==> src/rtl/debounce_pkg.sv <==
// Shared defaults and helpers for the multi-channel switch debouncer.
package debounce_pkg;

  localparam int unsigned DefaultTickDiv     = 1000000;
  localparam int unsigned DefaultStableTicks = 3;

  // Number of clock cycles spanning ms milliseconds at clk_hz.
  function automatic int unsigned ms_to_ticks(input int unsigned clk_hz, input int unsigned ms);
    longint unsigned cycles;
    cycles = (longint'(clk_hz) / 64'd1000) * longint'(ms);
    return int'(cycles[31:0]);
  endfunction

endpackage

==> src/rtl/debounce_multi_if.sv <==
// Switch inputs and debounced outputs of debounce_multi, bundled for port connection.
interface debounce_multi_if #(
  parameter int unsigned NCH = 4
);
  logic [NCH-1:0] sw;
  logic [NCH-1:0] level;
  logic [NCH-1:0] rise;
  logic [NCH-1:0] fall;
  logic           tick;

  modport master (output sw, input level, input rise, input fall, input tick);
  modport slave  (input sw, output level, output rise, output fall, output tick);
endinterface

==> src/rtl/debounce_chan.sv <==
// One debounced channel: two-flop synchroniser, tick-based stability counter,
// registered level and one-cycle rise/fall pulses.
module debounce_chan
  import debounce_pkg::*;
#(
  parameter int unsigned STABLE_TICKS = DefaultStableTicks,
  parameter logic        INIT_LEVEL   = 1'b0
) (
  input  logic clk_in,
  input  logic reset_n,
  input  logic tick_i,
  input  logic sw_i,
  output logic level_o,
  output logic rise_o,
  output logic fall_o
);

  localparam int unsigned     CntW   = $clog2(STABLE_TICKS + 1);
  localparam logic [CntW-1:0] CntMax = CntW'(STABLE_TICKS - 1);

  logic            s1_q, s2_q;
  logic            level_q, level_d;
  logic            rise_q, rise_d;
  logic            fall_q, fall_d;
  logic [CntW-1:0] cnt_q, cnt_d;

  // Any sample agreeing with the current level restarts the stability window.
  always_comb begin
    level_d = level_q;
    cnt_d   = cnt_q;
    rise_d  = 1'b0;
    fall_d  = 1'b0;
    if (s2_q == level_q) begin
      cnt_d = '0;
    end else if (tick_i) begin
      if (cnt_q == CntMax) begin
        level_d = s2_q;
        cnt_d   = '0;
        rise_d  = s2_q;
        fall_d  = ~s2_q;
      end else begin
        cnt_d = cnt_q + CntW'(1);
      end
    end
  end

  always_ff @(posedge clk_in or negedge reset_n) begin
    if (!reset_n) begin
      s1_q    <= INIT_LEVEL;
      s2_q    <= INIT_LEVEL;
      level_q <= INIT_LEVEL;
      cnt_q   <= '0;
      rise_q  <= 1'b0;
      fall_q  <= 1'b0;
    end else begin
      s1_q    <= sw_i;
      s2_q    <= s1_q;
      level_q <= level_d;
      cnt_q   <= cnt_d;
      rise_q  <= rise_d;
      fall_q  <= fall_d;
    end
  end

  assign level_o = level_q;
  assign rise_o  = rise_q;
  assign fall_o  = fall_q;

endmodule

==> src/rtl/debounce_multi.sv <==
// Multi-channel switch debouncer: one shared tick prescaler feeding NCH
// independent debounce_chan instances.
module debounce_multi
  import debounce_pkg::*;
#(
  parameter int unsigned NCH          = 4,
  parameter int unsigned TICK_DIV     = DefaultTickDiv,
  parameter int unsigned STABLE_TICKS = DefaultStableTicks,
  parameter logic        INIT_LEVEL   = 1'b0
) (
  input logic             clk_in,
  input logic             reset_n,
  debounce_multi_if.slave sw_if
);

  localparam int unsigned     DivW   = $clog2(TICK_DIV);
  localparam logic [DivW-1:0] DivMax = DivW'(TICK_DIV - 1);

  logic [DivW-1:0] div_q, div_d;
  logic            tick;
  logic [NCH-1:0]  level_w, rise_w, fall_w;

  assign tick  = (div_q == DivMax);
  assign div_d = tick ? '0 : div_q + DivW'(1);

  always_ff @(posedge clk_in or negedge reset_n) begin
    if (!reset_n) begin
      div_q <= '0;
    end else begin
      div_q <= div_d;
    end
  end

  for (genvar i = 0; i < int'(NCH); i++) begin : g_chan
    debounce_chan #(
      .STABLE_TICKS(STABLE_TICKS),
      .INIT_LEVEL  (INIT_LEVEL)
    ) u_chan (
      .clk_in (clk_in),
      .reset_n(reset_n),
      .tick_i (tick),
      .sw_i   (sw_if.sw[i]),
      .level_o(level_w[i]),
      .rise_o (rise_w[i]),
      .fall_o (fall_w[i])
    );
  end

  assign sw_if.level = level_w;
  assign sw_if.rise  = rise_w;
  assign sw_if.fall  = fall_w;
  assign sw_if.tick  = tick;

endmodule

==> src/flat_wrapper.sv <==
// flat-port wrapper written by rule: the top's interface ports become plain ports
module debounce_multi_flat import debounce_pkg::*;
#(
  parameter int unsigned NCH          = 4,
  parameter int unsigned TICK_DIV     = DefaultTickDiv,
  parameter int unsigned STABLE_TICKS = DefaultStableTicks,
  parameter logic        INIT_LEVEL   = 1'b0
)
  (clk_in, reset_n, sw_if_sw, sw_if_level, sw_if_rise, sw_if_fall, sw_if_tick);
  debounce_multi_if #(.NCH(NCH)) sw_if_i ();
  input logic clk_in;
  input logic reset_n;
  input wire logic [$bits(sw_if_i.sw)-1:0] sw_if_sw;
  output wire logic [$bits(sw_if_i.level)-1:0] sw_if_level;
  output wire logic [$bits(sw_if_i.rise)-1:0] sw_if_rise;
  output wire logic [$bits(sw_if_i.fall)-1:0] sw_if_fall;
  output wire logic [$bits(sw_if_i.tick)-1:0] sw_if_tick;
  assign sw_if_i.sw = sw_if_sw;
  assign sw_if_level = sw_if_i.level;
  assign sw_if_rise = sw_if_i.rise;
  assign sw_if_fall = sw_if_i.fall;
  assign sw_if_tick = sw_if_i.tick;
  debounce_multi #(.NCH(NCH), .TICK_DIV(TICK_DIV), .STABLE_TICKS(STABLE_TICKS), .INIT_LEVEL(INIT_LEVEL)) u_core (.clk_in(clk_in), .reset_n(reset_n), .sw_if(sw_if_i));
endmodule
==> config.mk <==
export PLATFORM = sky130hd
export DESIGN_NAME = debounce_multi_flat
export DESIGN_NICKNAME = d
export VERILOG_FILES = /design/src/rtl/debounce_pkg.sv /design/src/rtl/debounce_multi_if.sv /design/src/rtl/debounce_chan.sv /design/src/rtl/debounce_multi.sv /design/src/flat_wrapper.sv
export SDC_FILE = /design/constraint.sdc
export NUM_CORES = 1
export LEC_CHECK = 0
export CAP_MARGIN = 5
export CORE_MARGIN = 2
export CORE_UTILIZATION = 47
export CTS_CLUSTER_DIAMETER = 50
export DETAILED_ROUTE_END_ITERATION = 8
export DONT_BUFFER_PORTS = 1
export PLACE_DENSITY = 0.61
export SLEW_MARGIN = 20
export SYNTH_ARGS = -nofsm -noshare
export SYNTH_HDL_FRONTEND = slang
export SYNTH_SLANG_ARGS = --single-unit
==> constraint.sdc <==
create_clock -name clk_in -period 6.07 [get_ports clk_in]
set_input_delay 1.821 -clock clk_in [delete_from_list [all_inputs] [get_ports clk_in]]
set_output_delay 1.821 -clock clk_in [all_outputs]
set_load 0.01 [all_outputs]
# Word-level counts from Yosys, hierarchy flattened
# Cells that the tools add are included.
[classes] n_addsub=5 n_eq_ne=9 muxes=37 n_bitwise=8 n_reduce_logical=8
[op_table] op="two-way mux 1 bit" count=24
[op_table] op="two-way mux 2 bit" count=12
[op_table] op="adder 20 x 1 -> 20 bit (second input constant)" count=1
[op_table] op="equality test 20 bit (second input constant)" count=1
[op_table] op="two-way mux 20 bit" count=1
[op_table] op="AND reduction 3 bit" count=4
[op_table] op="adder 2 x 1 -> 2 bit (second input constant)" count=4
[op_table] op="equality test 2 bit (second input constant)" count=4
[op_table] op="inverter 1 bit" count=8
[op_table] op="nonzero test 2 bit" count=4
[op_table] op="equality test 1 bit" count=4
[totals] reg_bits=48 out_inout_bits=13 wordCells=92

# Depth between registers and ports, before layout
# Gate-level depths: netlist of run 1.
[depth] ltp_word=4 depth_mapped=7 mapped_depth_nobuf=6

# Hierarchy
# A second synthesis of run 1 with hierarchy kept.
[hier_totals] cells_unflattened=169 area_unflattened_um2=2072.0
[by_module_without_submodules] mod="debounce_multi" instances=1 cells_each=97 area_each_um2=1046.0
[by_module_without_submodules] mod="debounce_chan" instances=4 cells_each=18 area_each_um2=256.5

# Least setup slack after synthesis of run 1
# OpenSTA, ideal clock, no wires.
[synth_timing] kind="register to output" startpoint="register u_core.div_q[0]" endpoint="output port sw_if_tick" t_arrival_ns=1.601 required_ns=4.249 setup_slack_ns=2.648 stages_incl_launch_ff=7 path_buffers=1 cell_sequence="dfrtp_1 -> ha_1 -> nand2_1 -> or3_1 -> clkbuf_2 -> or2_2 -> inv_1"
[synth_via] elab_chain_cells=1
[synth_rtl] element="start: declaration" line="debounce_multi.sv:19" source="logic [DivW-1:0] div_q, div_d;"
[synth_rtl] element="start signal: assignment" line="debounce_multi.sv:30" source="div_q <= div_d;"
[synth_rtl] element="equality test 20 bit" line="debounce_multi.sv:23" source="assign tick = (div_q == DivMax);"
[synth_rtl] element="end: declaration" line="flat_wrapper.sv:17" source="output wire logic [$bits(sw_if_i.tick)-1:0] sw_if_tick;"
# No other way between the ends.

# Final worst setup path of run 1
[layout_timing] startpoint="register u_core.div_q[8]" endpoint="output port sw_if_tick"
# The elaborated chain is that of the path after synthesis.

==> results of run 1 <==
==> path summary, 6_finish.rpt <==
| path | depth (start not counted) | from | slack (ps) | end |
|---|---|---|---|---|
| worst max-delay path | 4 | u_core.div_q[8] | 1880 | sw_if_tick |
| worst min-delay path | 0 | u_core.g_chan[0].u_chan.s1_q | 350 | u_core.g_chan[0].u_chan.s2_q |
| worst max register to register | 5 | u_core.div_q[0] | 3600 | u_core.g_chan[1].u_chan.fall_o |
| worst min register to register | 0 | u_core.g_chan[0].u_chan.s1_q | 350 | u_core.g_chan[0].u_chan.s2_q |
| max in group asynchronous | 0 | reset_n | 4770 | u_core.g_chan[3].u_chan.level_o |
| min in group asynchronous | 0 | reset_n | 1220 | u_core.div_q[14] |
==> cell type report <==
class,instances,area [um^2]
inverters,6,22.5
clock buffers,7,96.3
flip-flops and latches,48,1200
multi-input cells,130,827
well taps,52,65.1
fillers,380,2200
==> kinds of logic after synthesis <==
| family | Yosys count |
|---|---|
| muxes | 3 |
| and+or+nand+nor | 82 |
| adders and majority gates | 1 |
| DFF | 48 |
| buffers and inverters | 26 |
| xor gates and xnor gates | 17 |
| AOI/OAI and AO/OA | 27 |
==> placed cells by master (no fill, tap or decap), types with 4 or more instances in the layout <==
cell type	n
nand4b_1	4
xor2_1	5
nand3_1	6
clkbuf_8	7
inv_1	6
nand2b_1	4
nand2_1	12
a21oi_1	10
dfrtp_1	48
nand4_1	5
xnor2_1	12
o21ai_0	8
nor3_1	5
o31ai_1	8
nor4_1	11
nor2_1	13
nor4b_1	5
==> worst register-to-register path, cell delays in order, from the launching register on <==
cell,delay [ps]
dfrtp_1,380
ha_1,250
nand2_1,120
nor3_1,700
nand2_1,520
nor4b_1,400
==> cell usage after synthesis (all sizes together), types with 2 or more instances <==
cell type,count
a21oi,10
and3,2
xor2,5
nor4,11
and4,3
o21ai,8
nand2,12
and2,2
nand3,7
or2,2
xnor2,12
nand4b,4
clkbuf,5
buf,15
nor2,13
inv,6
nand2b,4
mux2i,3
nor3,5
nor4b,5
dfrtp,48
nand4,5
o31ai,8
or4,3
==> per-layer routing <==
metal	GRT usage [%]	part of all wire, %
met5	0	0
met4	5.66	1.3
met3	3.19	3.4
met2	23.9	47
met1	22.4	48
==> metrics by stage <==
step	hold WS (ps)	cells	power (W)	util, %	worst slack [ps]
2_1_floorplan	331	204	0.000332	-	2650
3_3_place_gp	334	236	0.000332	47.9	2350
3_5_place_dp	339	236	0.000333	47.9	2170
4_1_cts	358	243	0.000530	50.1	1850
5_1_grt	361	243	0.000543	50.1	1690
6_report	353	243	0.000524	50.1	1880
==> sequential cells by signal, indices dropped and copies added (netlist names) <==
register / count
u_core.g_chan.u_chan.s1_q: 4
u_core.g_chan.u_chan.level_o: 4
u_core.div_q: 20
u_core.g_chan.u_chan.s2_q: 4
u_core.g_chan.u_chan.rise_o: 4
u_core.g_chan.u_chan.fall_o: 4
u_core.g_chan.u_chan.cnt_q: 8
==> power breakdown <==
group	internal [W]	total [W]	switching, W
clock network	0.000101	0.000198	0.0000963
registers	0.000322	0.000324	0.00000166
logic	0.00000105	0.00000244	0.00000139
total	0.000425	0.000524	0.0000994
==> results.tsv, run 1 <==
stage	metric	value	unit
floorplanning	ioPinCount	19	
timing	rsz0062_at_grt	no	
placement	port_buffers	0	
synthesis	synth-edff-count	0	
clock_network	clockBufferDepth	2	
route	vias	1450	
clock_network	cts_setup_buffers	0	
finish	areaGrowthSynthToFinish	1.67	%
placement	gp_congestion	0.892	
timing	hold_viol	0	
synthesis	synth_fp_nets	211	
synthesis	ys_warn_count	0	
finish	nets	198	
clock_network	cts-root-buf	clkbuf_8	
timing	worst_pin_slew	885	ps
setup_path	crit_chain	nor4_1, nand4_1, or2_2, inv_1	
setup_path	crit_buf_inv	1	
floorplanning	coreArea	4410	um^2
synthesis	async_flop_share	100	%
route	wirelength	3.80	mm
setup_path	worstSetupEndpointType	output port	
timing	fin_crit	4190	ps
global_route	grt.overflow.total	0	
synthesis	yosysTopAreaCell	dfrtp_1	
clock_network	cts_tree	done	
setup_path	start_kind	flop	
synthesis	ys_seq_area_share	55.2	%
finish	drive_above_1_share	5.24	%
clock_network	cts_max_level	2	
power_and_ir_drop	ir_worst_vdd	0.112	mV
synthesis	synth-compound-area-share	7.19	%
clock_network	cts_made_buffers	5	
synthesis	synthAdderAreaFrac	0.575	%
route	ant_nets	0	
synthesis	synth_top_area_share	55.2	%
timing	setup_viol	0	
synthesis	synth-xor-area-share	6.84	%
global_route	track_usage	15.7	%
setup_path	critPathMaxStageDelay	530	ps
global_route	grt_pass1_vias	1352	
clock_network	path_clk_slew	80	ps
clock_network	postCtsResizedCells	0	
synthesis	yosys.area_share.simple	22.0	%
timing	clock_skew	5.01	ps
setup_path	crit_path_max_fanout	16	
synthesis	synth_cell_type_count	34	
floorplanning	die-area	5190	um^2
clock_network	cts.sinks	48	
synthesis	synth_area_per_cell	10.7	um^2
synthesis	synthMuxAreaShare	1.38	%
finish	final_area	2210	um^2
setup_path	crit_slowest_cell	nand4_1	
global_route	antenna_found_initial	0	
power_and_ir_drop	power_leakage	0.895	nW
synthesis	synth_top_family_by_area	simple AND/OR/NAND/NOR gates	
route	drt_pre_antenna_iters	4	
worst_hold_path	hold_class	flop to flop	
route	wl_per_cell	15.6	um
setup_path	worstPathRequired	4250	ps
route	drt_iter0_drc	87	
timing	max_freq	239	MHz
outcome	status	finished clean	
setup_path	path_delay_family	simple AND/OR/NAND/NOR gates	
floorplanning	die_w	72.0	um
timing	fin_tns_setup	0	ps
placement	hpwl	2.56	mm
synthesis	synthFlopType	dfrtp_1	
clock_network	cts-hold-fix-buffers	0	
finish	diodes	0	
timing	timing.final.crit_share	69.0	%
synthesis	netlist_area	2180	um^2
placement	place_area	2120	um^2
route	viasPerCell	5.97	
floorplanning	start_util	49.3	%
power_and_ir_drop	power_density	237	nW/um^2
synthesis	synth_seq_cells	48	
synthesis	postSynthCellCount	204	
setup_path	crit_type	flop to output port	
setup_path	arrival	2370	ps
timing	relSlewSlack	40.5	%
global_route	grt_max_degree	49	
timing	maxSlewViolCount	0	
flow_run	max_cap_viol_count	0	
floorplanning	die_h	72.0	um
floorplanning	rows	24	
synthesis	synth.area.top_cells	dfrtp_1 55%, xnor2_1 4.8%, buf_4 4.1%, nor4_1 3.2%, o31ai_1 2.8%	
route	drc_errors	0	
global_route	grt_pass1_wl	6.38	mm
clock_network	clkLatencyLatePin	290	ps
Note: power is estimated with default switching activity, not from simulation.
==> run 2, diff against run 1 <==
--- a/config.mk
+++ b/config.mk
@@ -11,7 +11,7 @@
 export CTS_CLUSTER_DIAMETER = 50
 export DETAILED_ROUTE_END_ITERATION = 8
 export DONT_BUFFER_PORTS = 1
-export PLACE_DENSITY = 0.61
+export PLACE_DENSITY = 0.63
 export SLEW_MARGIN = 20
 export SYNTH_ARGS = -nofsm -noshare
 export SYNTH_HDL_FRONTEND = slang
==> constraint.sdc (replaced) <==
create_clock -name clk_in -period 3.5 [get_ports clk_in]
set_input_delay 1.05 -clock clk_in [delete_from_list [all_inputs] [get_ports clk_in]]
set_output_delay 1.05 -clock clk_in [all_outputs]
set_load 0.01 [all_outputs]
==> results.tsv, run 2 (synthesis gave the netlist of run 1 again) <==
stage	metric	value	unit
clock_network	cts_made_buffers	5	
timing	fin_tns_setup	0	ps
timing	rsz0062_at_grt	no	
floorplanning	ioPinCount	19	
timing	fin_crit	3130	ps
route	ant_nets	0	
clock_network	path_clk_slew	80	ps
finish	final_area	2230	um^2
setup_path	start_kind	flop	
finish	regArea	1200	um^2
finish	areaGrowthSynthToFinish	2.42	%
flow_run	max_cap_viol_count	0	
global_route	track_usage	16.2	%
clock_network	cts-root-buf	clkbuf_8	
floorplanning	die_h	72.0	um
power_and_ir_drop	clkPwrFrac	37.1	%
setup_path	worstPathRequired	2450	ps
power_and_ir_drop	switchingPower	0.000178	W
timing	maxSlewViolCount	0	
setup_path	crit_type	flop to output port	
global_route	antenna_found_initial	0	
setup_path	arrival	2080	ps
timing	setup_viol	0	
placement	place_area	2140	um^2
clock_network	postCtsResizedCells	0	
finish	multiInputGateArea	827	um^2
clock_network	clockBufferDepth	2	
placement	gp_congestion	0.989	
power_and_ir_drop	p_seq_share	62.4	%
finish	post-route-util	50.5	%
power_and_ir_drop	combinationalPowerShare	0.5	%
power_and_ir_drop	ir_worst_vdd	0.160	mV
outcome	status	finished clean	
worst_hold_path	hold_class	flop to flop	
route	viasPerCell	5.92	
finish	nets	201	
global_route	grt_pass1_vias	1392	
power_and_ir_drop	power_leakage	0.904	nW
power_and_ir_drop	swShare	19.8	%
setup_path	crit_path_max_fanout	16	
floorplanning	start_util	49.3	%
route	vias	1462	
timing	max_freq	319	MHz
timing	hold_viol	0	
route	drt_iter0_drc	88	
route	drt_pre_antenna_iters	4	
placement	port_buffers	0	
finish	largest_register_ffs	20	
clock_network	cts.sinks	48	
global_route	grt_pass1_wl	6.56	mm
timing	relSlewSlack	42.6	%
timing	clock_skew	7.77	ps
route	wl_per_cell	15.7	um
floorplanning	coreArea	4410	um^2
finish	diodes	0	
power_and_ir_drop	p_int	0.000722	W
global_route	grt_max_degree	49	
finish	regMostFlops	u_core.div_q	
route	wirelength	3.89	mm
timing	worst_pin_slew	853	ps
clock_network	cts_setup_buffers	0	
floorplanning	rows	24	
finish	drive_above_1_share	6.15	%
placement	hpwl	2.65	mm
clock_network	cts-hold-fix-buffers	0	
timing	timing.final.crit_share	89.4	%
route	drc_errors	0	
timing	holdWs	351	ps
floorplanning	die-area	5190	um^2
finish	reg_top3	u_core.div_q (20), u_core.g_chan.u_chan.cnt_q (8)	
clock_network	clkLatencyLatePin	300	ps
floorplanning	die_w	72.0	um
clock_network	cts_tree	done	
finish	layout_commonest_cell	dfrtp_1	
power_and_ir_drop	power_density	404	nW/um^2
global_route	grt.overflow.total	0	
clock_network	cts_max_level	2	
finish	final_cell_mix	48 x dfrtp_1, 13 x nor2_1, 12 x nand2_1, 12 x xnor2_1, 11 x nor4_1	
finish	fill_cells	398	
setup_path	worstSetupEndpointType	output port	
## run 2: changes by cell type in the layout (fill, tap and decap cells not counted), sizes merged
cell and delta:
buf +3, clkbuf +1
## run 2: worst max-delay path: stages (launching register included)
cell and delay [ps]:
dfrtp_1 440, nor4_1 400, nand4_1 190, buf_4 230, or2_2 310, inv_1 210
## run 2: metal layers
metal / global-route usage [%] / vias up / share of wire, %
met1: 20.9 / 731 / 45
met4: 5.24 / 0 / 1.2
met2: 26.3 / 30 / 49
met5: 0 / - / 0
li1: - / 695 / -
met3: 4.86 / 6 / 4.3
## run 2: area by class of cell
| class | instances | area share (%) |
|---|---|---|
| timing repair buffer | 3 | 1.01 |
| sequential | 48 | 53.9 |
| inverter | 6 | 1.01 |
| multi-input combinational | 130 | 37.1 |
| tap | 52 | 2.92 |
| clock buffer | 8 | 4.04 |
## run 2: metrics by stage
stage / total power, W / cells / setup WS, ps
global route: 0.000934 / 247 / 332
global placement: 0.000577 / 239 / 858
finish: 0.000900 / 247 / 370
floorplan: 0.000576 / 204 / 849
CTS: 0.000909 / 247 / 387
detailed placement: 0.000577 / 239 / 714
## run 2: path summary, 6_finish.rpt
kind                       slack [ps]                         start  cells past startpoint                               end
max                               370               u_core.div_q[8]                      5                        sw_if_tick
min                               350  u_core.g_chan[3].u_chan.s1_q                      0      u_core.g_chan[3].u_chan.s2_q
max reg2reg                      1450               u_core.div_q[0]                      6  u_core.g_chan[1].u_chan.cnt_q[0]
min reg2reg                       350  u_core.g_chan[3].u_chan.s1_q                      0      u_core.g_chan[3].u_chan.s2_q
max in group asynchronous        2970                       reset_n                      0    u_core.g_chan[1].u_chan.fall_o
min in group asynchronous         430                       reset_n                      0   u_core.g_chan[0].u_chan.level_o
## run 2: power by group through the flow
stage	logic (W)	clock network (W)	registers [W]
2_1_floorplan	0.00000366	0	0.000572
5_1_grt	0.00000478	0.000367	0.000562
3_3_place_gp	0.00000408	0	0.000573
6_report	0.00000432	0.000334	0.000561
4_1_cts	0.00000427	0.000343	0.000562
3_5_place_dp	0.00000422	0	0.000573
==> run 3, diff against run 2 <==
--- a/config.mk
+++ b/config.mk
@@ -6,6 +6,7 @@
 export NUM_CORES = 1
 export LEC_CHECK = 0
 export CAP_MARGIN = 5
+export CORE_ASPECT_RATIO = 2
 export CORE_MARGIN = 2
 export CORE_UTILIZATION = 47
 export CTS_CLUSTER_DIAMETER = 50
==> results.tsv, run 3 (synthesis gave the netlist of run 1 again) <==
stage	metric	value	unit
route	viasPerCell	5.68	
setup_path	worstPathRequired	2450	ps
setup_path	crit_path_max_fanout	16	
power_and_ir_drop	clkPwrFrac	37.4	%
power_and_ir_drop	p_int	0.000721	W
timing	hold_viol	0	
timing	worst_pin_slew	981	ps
route	drt_iter0_drc	23	
global_route	grt_pass1_vias	1375	
setup_path	path_delay_family	simple AND/OR/NAND/NOR gates	
route	drt_pre_antenna_iters	6	
placement	dp_slack	769	ps
clock_network	cts-root-buf	clkbuf_8	
timing	setup_slack	465	ps
power_and_ir_drop	combinationalPowerShare	0.5	%
power_and_ir_drop	p_seq_share	62.2	%
floorplanning	ioPinCount	19	
timing	max_freq	330	MHz
global_route	track_usage	15.9	%
clock_network	cts-hold-fix-buffers	0	
setup_path	arrival	1980	ps
global_route	grt_pass1_wl	6.29	mm
power_and_ir_drop	power_leakage	0.903	nW
flow_run	max_cap_viol_count	0	
setup_path	critPathMaxStageDelay	430	ps
setup_path	worstSetupEndpointType	output port	
route	vias	1420	
route	drc_errors	0	
global_route	gr-usage-met1	20.8	%
floorplanning	coreArea	4510	um^2
finish	reg_top3	u_core.div_q (20), u_core.g_chan.u_chan.cnt_q (8)	
setup_path	start_kind	flop	
finish	layout_commonest_cell	dfrtp_1	
timing	timing.final.crit_share	86.7	%
clock_network	path_clk_slew	90	ps
power_and_ir_drop	power_density	404	nW/um^2
timing	maxSlewViolCount	0	
clock_network	clockBufferDepth	2	
clock_network	postCtsResizedCells	0	
floorplanning	die-area	5220	um^2
timing	setup_viol	0	
route	ant_nets	0	
global_route	grt_max_degree	49	
clock_network	cts.sinks	48	
clock_network	clkLatencyLatePin	300	ps
floorplanning	die_h	100	um
placement	gp_congestion	0.774	
global_route	use_met3	4.76	%
route	wl_per_cell	15.0	um
finish	fill_cells	420	
finish	final_cell_mix	48 x dfrtp_1, 13 x nor2_1, 12 x nand2_1, 12 x xnor2_1, 11 x nor4_1	
global_route	grt.overflow.total	0	
floorplanning	start_util	48.2	%
setup_path	crit_buf_inv	2	
setup_path	crit_type	flop to output port	
clock_network	cts_made_buffers	5	
power_and_ir_drop	swShare	20.2	%
finish	diodes	0	
floorplanning	die_w	52.1	um
finish	drive_above_1_share	6.67	%
setup_path	crit_slowest_cell	dfrtp_1	
clock_network	cts_setup_buffers	0	
finish	regArea	1200	um^2
finish	nets	201	
finish	regMostFlops	u_core.div_q	
finish	multiInputGateArea	827	um^2
placement	hpwl	2.58	mm
outcome	status	finished clean	
worst_hold_path	hold_class	flop to flop	
clock_network	cts_max_level	2	
timing	fin_tns_setup	0	ps
timing	fin_crit	3030	ps
finish	largest_register_ffs	20	
timing	rsz0062_at_grt	no	
route	wirelength	3.74	mm
global_route	antenna_found_initial	0	
global_route	busiest_layer	met2	
finish	areaGrowthSynthToFinish	2.76	%
global_route	grt_use_met2	24.8	%
setup_path	crit_chain	nor4_1, nand4_1, buf_4, or2_2, inv_1	
timing	clock_skew	10.2	ps
placement	port_buffers	0	
power_and_ir_drop	ir_worst_vdd	0.298	mV
clock_network	cts_tree	done	
power_and_ir_drop	switchingPower	0.000182	W
floorplanning	rows	35	
timing	relSlewSlack	34.0	%
-- run 3: per-layer routing --
| metal | up-vias | routed length, um |
|---|---|---|
| met5 | - | 0 |
| met4 | 0 | 52 |
| met3 | 4 | 154 |
| met2 | 21 | 1800 |
| met1 | 695 | 1730 |
| li1 | 700 | - |
-- run 3: path summary, 6_finish.rpt --
path / from / endpoint / slack [ps] / cells after the start
min in group asynchronous: reset_n / u_core.div_q[1] / 440 / 0
worst max-delay path: u_core.div_q[8] / sw_if_tick / 470 / 5
worst min-delay path: u_core.g_chan[3].u_chan.s1_q / u_core.g_chan[3].u_chan.s2_q / 350 / 0
max in group asynchronous: reset_n / u_core.g_chan[2].u_chan.fall_o / 2970 / 0
worst min register to register: u_core.g_chan[3].u_chan.s1_q / u_core.g_chan[3].u_chan.s2_q / 350 / 0
worst max register to register: u_core.div_q[0] / u_core.div_q[16] / 1430 / 5
-- run 3: cell type report --
class / instances / area share (%)
Clock inverter: 1 / 0.336
Timing Repair Buffer: 3 / 1.01
Inverter: 6 / 1.01
Sequential cell: 48 / 53.7
Multi-Input combinational cell: 130 / 37.0
Tap cell: 55 / 3.08
Clock buffer: 7 / 3.86
-- run 3: power groups by stage --
stage	Clock, W	Combinational [W]	Sequential, W
2_1_floorplan	0	0.00000366	0.000572
3_3_place_gp	0	0.00000415	0.000573
3_5_place_dp	0	0.00000429	0.000573
4_1_cts	0.000350	0.00000431	0.000562
5_1_grt	0.000372	0.00000455	0.000562
6_report	0.000338	0.00000433	0.000562
-- run 3: through the flow --
stage                     cell area, um^2  hold WS [ps]  util, %  power (W)  std cells
after floorplan                      2180           331        -   0.000576        204
after global placement               2140           334     47.5   0.000577        242
after detailed placement             2140           335     47.5   0.000577        242
after CTS                            2240           350     49.6   0.000916        250
after global routing                 2240           358     49.6   0.000939        250
final                                2240           348     49.6   0.000903        250
